===== config.mk =====
export PLATFORM = sky130hd
export DESIGN_NAME = spi_slave_stream
export DESIGN_NICKNAME = d
export VERILOG_FILES = /design/src/rtl/spi_slave_stream.sv
export SDC_FILE = /design/constraint.sdc
export NUM_CORES = 1
export LEC_CHECK = 0
export CORE_MARGIN = 2
export CORE_UTILIZATION = 59
export CTS_CLUSTER_DIAMETER = 40
export DETAILED_ROUTE_END_ITERATION = 6
export GPL_TIMING_DRIVEN = 1
export PLACE_DENSITY = 0.84
export SYNTH_ARGS = -nofsm -noshare
export SYNTH_HDL_FRONTEND = slang
export SYNTH_SLANG_ARGS = --single-unit

===== constraint.sdc =====
create_clock -name clk -period 2.5 [get_ports clk]
set_input_delay 0.5 -clock clk [delete_from_list [all_inputs] [get_ports clk]]
set_output_delay 0.5 -clock clk [all_outputs]
set_load 0.02 [all_outputs]

===== src/rtl/spi_slave_stream.sv =====
// SPI slave with streaming WIDTH-bit words, all four SPI modes, run-time MSB/LSB order and a one-word tx holding buffer.
// Optional: define SPI_SLAVE_STREAM_ECHO_EN to resend the last received word when the tx buffer is empty.
module spi_slave_stream #(
    parameter int WIDTH = 8,
    parameter int SYNC  = 2
) (
    input  logic             clk,
    input  logic             reset,
    input  logic             cpol,
    input  logic             cpha,
    input  logic             lsb_first,
    input  logic             select,
    input  logic             mclk,
    input  logic             mosi,
    output logic             miso,
    input  logic [WIDTH-1:0] tx_data,
    input  logic             tx_valid,
    output logic             tx_ready,
    output logic [WIDTH-1:0] rx_data,
    output logic             rx_valid,
    output logic             start,
    output logic             abort,
    output logic             underrun,
    output logic             busy
);
    localparam int CW = $clog2(WIDTH + 1);
    localparam logic [0:0] IDLE   = 1'b0;
    localparam logic [0:0] ACTIVE = 1'b1;

    logic [0:0]       state;
    logic [SYNC:0]    sel_q;
    logic [SYNC:0]    mclk_q;
    logic [SYNC-1:0]  mosi_q;
    logic [WIDTH-1:0] tx_sr;
    logic [WIDTH-1:0] rx_sr;
    logic [WIDTH-1:0] buf_word;
    logic [WIDTH-1:0] fill_word;
    logic [CW-1:0]    bitcnt;
    logic             buf_full;
    logic             first;
    logic             wordend;

    // Synchronisers plus one extra flop so edges compare the last two stages.
    // NOTE: select stages reset to 1 so a select still high after reset is not seen as a rise.
    always_ff @(posedge clk or posedge reset) begin
        if (reset) begin
            sel_q  <= '1;
            mclk_q <= '0;
            mosi_q <= '0;
        end else begin
            sel_q  <= {sel_q[SYNC-1:0], select};
            mclk_q <= {mclk_q[SYNC-1:0], mclk};
            mosi_q <= {mosi_q[SYNC-2:0], mosi};
        end
    end

    logic sel_rise, sel_fall, lead_edge, trail_edge, sample_edge, setup_edge, mosi_s, load;

    assign sel_rise    = sel_q[SYNC-1] & ~sel_q[SYNC];
    assign sel_fall    = ~sel_q[SYNC-1] & sel_q[SYNC];
    assign lead_edge   = (mclk_q[SYNC] == cpol) && (mclk_q[SYNC-1] != cpol);
    assign trail_edge  = (mclk_q[SYNC] != cpol) && (mclk_q[SYNC-1] == cpol);
    assign sample_edge = cpha ? trail_edge : lead_edge;
    assign setup_edge  = cpha ? lead_edge : trail_edge;
    assign mosi_s      = mosi_q[SYNC-1];

    // A word load happens on frame start and on the first setup edge after a completed word.
    assign load = ((state == IDLE) && sel_rise) ||
                  ((state == ACTIVE) && !sel_fall && setup_edge && !(cpha && first) && wordend);

`ifdef SPI_SLAVE_STREAM_ECHO_EN
    assign fill_word = rx_data;
`else
    assign fill_word = '0;
`endif

    assign tx_ready = ~buf_full;
    assign busy     = (state == ACTIVE);

    always_ff @(posedge clk or posedge reset) begin
        if (reset) begin
            state    <= IDLE;
            miso     <= 1'b0;
            tx_sr    <= '0;
            rx_sr    <= '0;
            rx_data  <= '0;
            buf_word <= '0;
            buf_full <= 1'b0;
            bitcnt   <= '0;
            first    <= 1'b0;
            wordend  <= 1'b0;
            rx_valid <= 1'b0;
            start    <= 1'b0;
            abort    <= 1'b0;
            underrun <= 1'b0;
        end else begin
            // NOTE: pulses default low here and are overridden below; later non-blocking writes win.
            rx_valid <= 1'b0;
            start    <= 1'b0;
            abort    <= 1'b0;
            underrun <= 1'b0;

            // A write in the same cycle as a load is kept for the next load.
            if (tx_valid && !buf_full) begin
                buf_full <= 1'b1;
                buf_word <= tx_data;
            end else if (load) begin
                buf_full <= 1'b0;
            end

            if (load) begin
                tx_sr    <= buf_full ? buf_word : fill_word;
                underrun <= ~buf_full;
            end

            if (state == ACTIVE)
                miso <= lsb_first ? tx_sr[0] : tx_sr[WIDTH-1];

            case (state)
                IDLE: begin
                    if (sel_rise) begin
                        state   <= ACTIVE;
                        start   <= 1'b1;
                        bitcnt  <= '0;
                        first   <= 1'b1;
                        wordend <= 1'b0;
                    end
                end
                default: begin
                    if (sel_fall) begin
                        state   <= IDLE;
                        abort   <= (bitcnt != '0);
                        bitcnt  <= '0;
                        first   <= 1'b0;
                        wordend <= 1'b0;
                    end else begin
                        if (bitcnt == CW'(WIDTH)) begin
                            rx_data  <= rx_sr;
                            rx_valid <= 1'b1;
                            bitcnt   <= '0;
                            wordend  <= 1'b1;
                        end
                        if (setup_edge) begin
                            if (cpha && first)
                                first <= 1'b0;
                            else if (wordend)
                                wordend <= 1'b0;
                            else
                                tx_sr <= lsb_first ? {1'b0, tx_sr[WIDTH-1:1]}
                                                   : {tx_sr[WIDTH-2:0], 1'b0};
                        end
                        if (sample_edge) begin
                            rx_sr  <= lsb_first ? {mosi_s, rx_sr[WIDTH-1:1]}
                                                : {rx_sr[WIDTH-2:0], mosi_s};
                            bitcnt <= bitcnt + CW'(1);
                        end
                    end
                end
            endcase
        end
    end
endmodule


# [Yosys cells after proc, flatten, opt, wreduce, memory -nomap -nowiden]
# Index checks and enable logic that the tools add are counted.
[op_classes] n_addsub=1 n_eq_ne=8 n_mux=41 bitwise_logic=7 reduce_logical=20
[op_table] cell="two-way mux 8 bit" n=9
[op_table] cell="two-way mux 1 bit" n=27
[op_table] cell="two-way mux 4 bit" n=5
[op_table] cell="logical AND 1 bit" n=9
[op_table] cell="AND reduction 3 bit" n=3
[op_table] cell="inequality test 3 x 1 -> 1 bit (second input constant)" n=2
[op_table] cell="NOT 1 bit" n=5
[op_table] cell="adder 4 x 1 -> 4 bit (second input constant)" n=1
[op_table] cell="equality test 4 bit (second input constant)" n=1
[op_table] cell="inequality test 4 x 1 -> 1 bit (second input constant)" n=1
[op_table] cell="nonzero test 2 bit" n=2
[op_table] cell="nonzero test 4 bit" n=1
[op_table] cell="logical NOT 1 bit" n=3
[op_table] cell="bitwise AND 1 bit" n=2
[op_table] cell="equality test 1 bit" n=2
[op_table] cell="inequality test 1 bit" n=2
[op_table] cell="AND reduction 2 bit" n=1
[op_table] cell="logical OR 1 bit" n=1
[word_totals] reg_bits=53 in_bits=17 output_inout_bits=15 word_cells=94

# [Logic depth before layout (Yosys ltp)]
[logic_depth] word_depth=14 mapped_depth=6 depth_no_buf=6

# [Worst setup path before layout]
# OpenSTA, ideal clock, no wires.
[synth_path] path_kind="flip-flop to flip-flop" from="register state, in the netlist busy" to="register tx_sr[1]" arrival_ns=1.607 slack_ns=0.735 stages_incl_launch_ff=7 path_buffers=1 path_cell_list="dfrtp_1 buf_4 inv_1 nand2_2 inv_2 a211oi_1 o221ai_1"
[synth_via] elab_chain_len=11 elab_cells_between_ends=13
[synth_rtl] item="start: declaration" line="30" rtl="logic [0:0] state;"
[synth_rtl] item="start signal: assignment" line="82" rtl="state <= IDLE;"
[synth_rtl] item="start signal: assignment" line="122" rtl="state <= ACTIVE;"
[synth_rtl] item="start signal: assignment" line="131" rtl="state <= IDLE;"
[synth_rtl] item="logical AND 1 bit (4 in a row)" line="69" rtl="((state == ACTIVE) && !sel_fall && setup_edge && !(cpha && first) && wordend);"
[synth_rtl] item="logical OR 1 bit" line="68" rtl="assign load = ((state == IDLE) && sel_rise) ||"
[synth_rtl] item="two-way mux 8 bit" line="111" rtl="if (load) begin"
[synth_rtl] item="two-way mux 8 bit" line="146" rtl="else if (wordend)"
[synth_rtl] item="two-way mux 8 bit" line="144" rtl="if (cpha && first)"
[synth_rtl] item="two-way mux 8 bit" line="143" rtl="if (setup_edge) begin"
[synth_rtl] item="two-way mux 8 bit" line="130" rtl="if (sel_fall) begin"
[synth_rtl] item="two-way mux 8 bit *" line="119" rtl="case (state)"
[synth_rtl] item="end signal: assignment" line="112" rtl="tx_sr <= buf_full ? buf_word : fill_word;"
[synth_rtl] item="end signal: assignment" line="149" rtl="tx_sr <= lsb_first ? {1'b0, tx_sr[WIDTH-1:1]}"
[synth_rtl] item="end: declaration" line="34" rtl="logic [WIDTH-1:0] tx_sr;"
# Every way passes the cells marked *; elsewhere a longest branch is shown, timed or not.
# A chain may end at the register's enable or synchronous reset.

# [Worst setup path in the final report]
[layout_path] from="input port cpol" to="register tx_sr[1]"
[layout_via] elab_chain_len=13 elab_cells_between_ends=17
[layout_rtl] item="start: declaration" line="9" rtl="input logic cpol,"
[layout_rtl] item="inequality test 1 bit, or another cell as far along" line="62" rtl="assign trail_edge = (mclk_q[SYNC] != cpol) && (mclk_q[SYNC-1] == cpol);"
[layout_rtl] item="logical AND 1 bit, on equally long branches" line="62, 61"
[layout_rtl] item="two-way mux 1 bit *" line="64" rtl="assign setup_edge = cpha ? lead_edge : trail_edge;"
[layout_rtl] item="logical AND 1 bit (3 in a row)" line="69"
[layout_rtl] item="logical OR 1 bit" line="68"
[layout_rtl] item="two-way mux 8 bit" line="111"
[layout_rtl] item="two-way mux 8 bit" line="146"
[layout_rtl] item="two-way mux 8 bit" line="144"
[layout_rtl] item="two-way mux 8 bit" line="143"
[layout_rtl] item="two-way mux 8 bit" line="130"
[layout_rtl] item="two-way mux 8 bit *" line="119"
# Marks and branches as above.

==> impl_metrics.yaml <==
grt:
  grt_pass1_vias: 1725
  grt_pass1_wl_mm: 7.872
  grt_overflow: 0
  grtUsageTotal_pct: 22.76
  grt_max_degree: 23
  antenna_found_initial: 0
worst_setup_path:
  criticalPathCategory: "primary input to flop"
  critical_path.max_fanout: 7
  crit_slowest_cell: "a211oi_1"
  path_buf_inv: 1
  cpPeakStageDelay_ns: 0.69
  crit_family: "compound AO/OA/AOI/OAI gates"
  worst_ep_arrival_time_ns: 2.42
  path_cells: "clkdlybuf4s50_1 -> nor2b_1 -> o2111a_1 -> a211oi_1 -> o221ai_1"
  worst-endpoint-required_ns: 2.67
  endpoint_kind: "flop"
  start_kind: "primary input"
clocking:
  cts_buffer_depth: 2
  clkLatencyLatePin_ns: 0.32
  cts.htree.levels: 2
  clkTransAtPathRegs_ns: 0.10
  ctsRootBufferMaster: "clkbuf_8"
  post_cts.repair.setup_buffers: 0
  cts_sinks: 53
  ctsHoldBuffers: 0
  cts_tree: "done"
  cts_resized: 0
  cts_buffers: 5
yosys:
  synth_warnings: 0
  post_synth_instance_area_sq_um: 2485
  synth-seq-cells: 53
  synth_cells: 216
  syn-num-nets: 235
  synth_compound_area_share_pct: 12.69
  seq_area_frac_synth_pct: 53.52
  yosys.cell_types.count: 46
  synth_top_family_by_area: "multiplexers"
  synthMuxAreaShare_pct: 16.41
  synthAdderAreaFrac_pct: 1.007
  synth-edff-count: 0
  avgSynthCellArea_sq_um: 11.50
  synth-async-reset-ratio_pct: 100.0
  synth-main-ff-cell: "dfrtp_1"
  synth-simple-area-share_pct: 12.69
  yosys.area_share.xor_xnor_pct: 0.3525
sta:
  worst_pin_slew_ns: 0.8175
  tns_ns: 0
  rsz0062_at_grt: "no"
  hold_viol: 0
  setup_violations: 0
  max_slew_margin_pct: 45.17
  timing.fmax_mhz: 443.8
  drv_slew: 0
  skew_ns: 0.009023
  fin_crit_ns: 2.253
  post-route-period-util_pct: 90.13
power:
  power_density_nw_per_um2: 783.2
  p_leak_uw: 0.001351
  power.total_uw: 2331
  ir_drop_v: 0.0004810
layout:
  layout-drive-gt1-share_pct: 21.88
  fin_area_sq_um: 2977
  mostFrequentLayoutCell: "dfrtp_1"
  diodes: 0
  nNetsFinal: 274
  nFillCells: 298
  area_growth_pct: 19.79
  final_cell_mix: "dfrtp_1, clkdlybuf4s50_1, mux2_2, nand2_1, o21ai_0"
place:
  numPortBuffers: 31
  post_dp_cell_area_sq_um: 2880
  gp_congestion: 0.8030
  post-dp-hpwl_mm: 3.236
floorplanning:
  dieArea_sq_um: 4747
  core_sq_um: 4029
  placementRows: 23
  die_w_um: 68.90
  start_util_pct: 61.68
  io_pins: 32
  die_h_um: 68.90
drt:
  drt-total-wl_mm: 4.582
  drc: 0
  final_antenna_net_count: 0
  avgViaCountPerCell: 5.729
  vias: 1753
  drtIter0Drc: 105
  wire_per_inst_um: 14.97
  drt-pass1-iter-count: 4
hold_path:
  hp-class: "flop to flop"
run:
  cap_violations: 0
run_status:
  status: "finished, final reports clean"
[cells by family (layout without fill, tap and decap cells)]
logic type	Yosys count	after routing
buffers and inverters	20	60
adders and majority gates	2	2
muxes	37	37
AOI/OAI and AO/OA	42	42
and+or+nand+nor	61	61
xor gates and xnor gates	1	1
DFF	53	53
[flip-flops by register name, summed over array words and instances, names as in the netlist]
register  flops
mosi_q        2
bitcnt        4
rx_valid      1
rx_data       8
first         1
sel_q         3
tx_sr         8
busy          1
wordend       1
miso          1
start         1
mclk_q        3
buf_full      1
rx_sr         8
buf_word      8
abort         1
underrun      1
[metrics by stage]
| step | utilization [%] | instances | worst slack [ns] | hold WS (ns) |
|---|---|---|---|---|
| after CTS | 73.88 | 306 | 0.2552 | 0.3635 |
| after global placement | 71.49 | 298 | -0.02300 | 0.3333 |
| after floorplan | - | 216 | 0.7187 | 0.3312 |
| after detailed placement | 71.49 | 298 | -0.07316 | 0.3418 |
| after global routing | 73.88 | 306 | 0.04863 | 0.3695 |
| final | 73.88 | 306 | 0.2469 | 0.3612 |
[layout make-up]
cell class	instances	area (sq um)	share of cell area (%)
clock buffers	6	82.58	2.774
clock inverters	2	13.76	0.4624
inverters	14	52.55	1.765
multi-input cells	143	1072	36.02
flip-flops and latches	53	1330	44.68
well taps	50	62.56	2.102
repair buffers	38	362.8	12.19
[metal layers]
metal  vias up  share of wire (%)  global-route usage, %
li1        850                  -                      -
met1       849                 47                  31.56
met2        46                 47                  34.62
met3         8                4.9                  6.169
met4         0                1.4                  7.843
met5         -                  0                      0
[worst paths after layout]
| path | start | endpoint | slack [ns] | depth (start not counted) |
|---|---|---|---|---|
| max | cpol | tx_sr[1] | 0.25 | 5 |
| max reg2reg | busy | tx_sr[1] | 0.38 | 5 |
| min | sel_q[0] | sel_q[1] | 0.36 | 0 |
| max in group asynchronous | reset | start | 1.39 | 3 |
| min reg2reg | sel_q[0] | sel_q[1] | 0.36 | 0 |
| min in group asynchronous | reset | rx_data[2] | 0.48 | 2 |
[power by group]
part | leakage [uW] | internal (uW) | switching, uW | total [uW]
sequential | 0.000679 | 1060 | 162 | 1220
clock | 0.0000512 | 225 | 290 | 515
combinational | 0.000621 | 307 | 287 | 594
total | 0.00135 | 1590 | 738 | 2330
[cell usage after synthesis (3+ instances only)]
cell	instances	area, sq um
o221ai_1	6	52.55
nand2b_1	3	18.77
o21ai_0	15	75.07
inv_1	13	48.80
dfrtp_1	50	1251
buf_2	3	15.01
nand2_1	20	75.07
nor2_1	14	52.55
nor2b_1	7	43.79
a21oi_1	4	20.02
nand3_1	3	15.01
mux2i_1	9	90.09
dfstp_2	3	78.83
mux2_2	27	304.0
No activity file was read; power rests on OpenSTA's default activity.
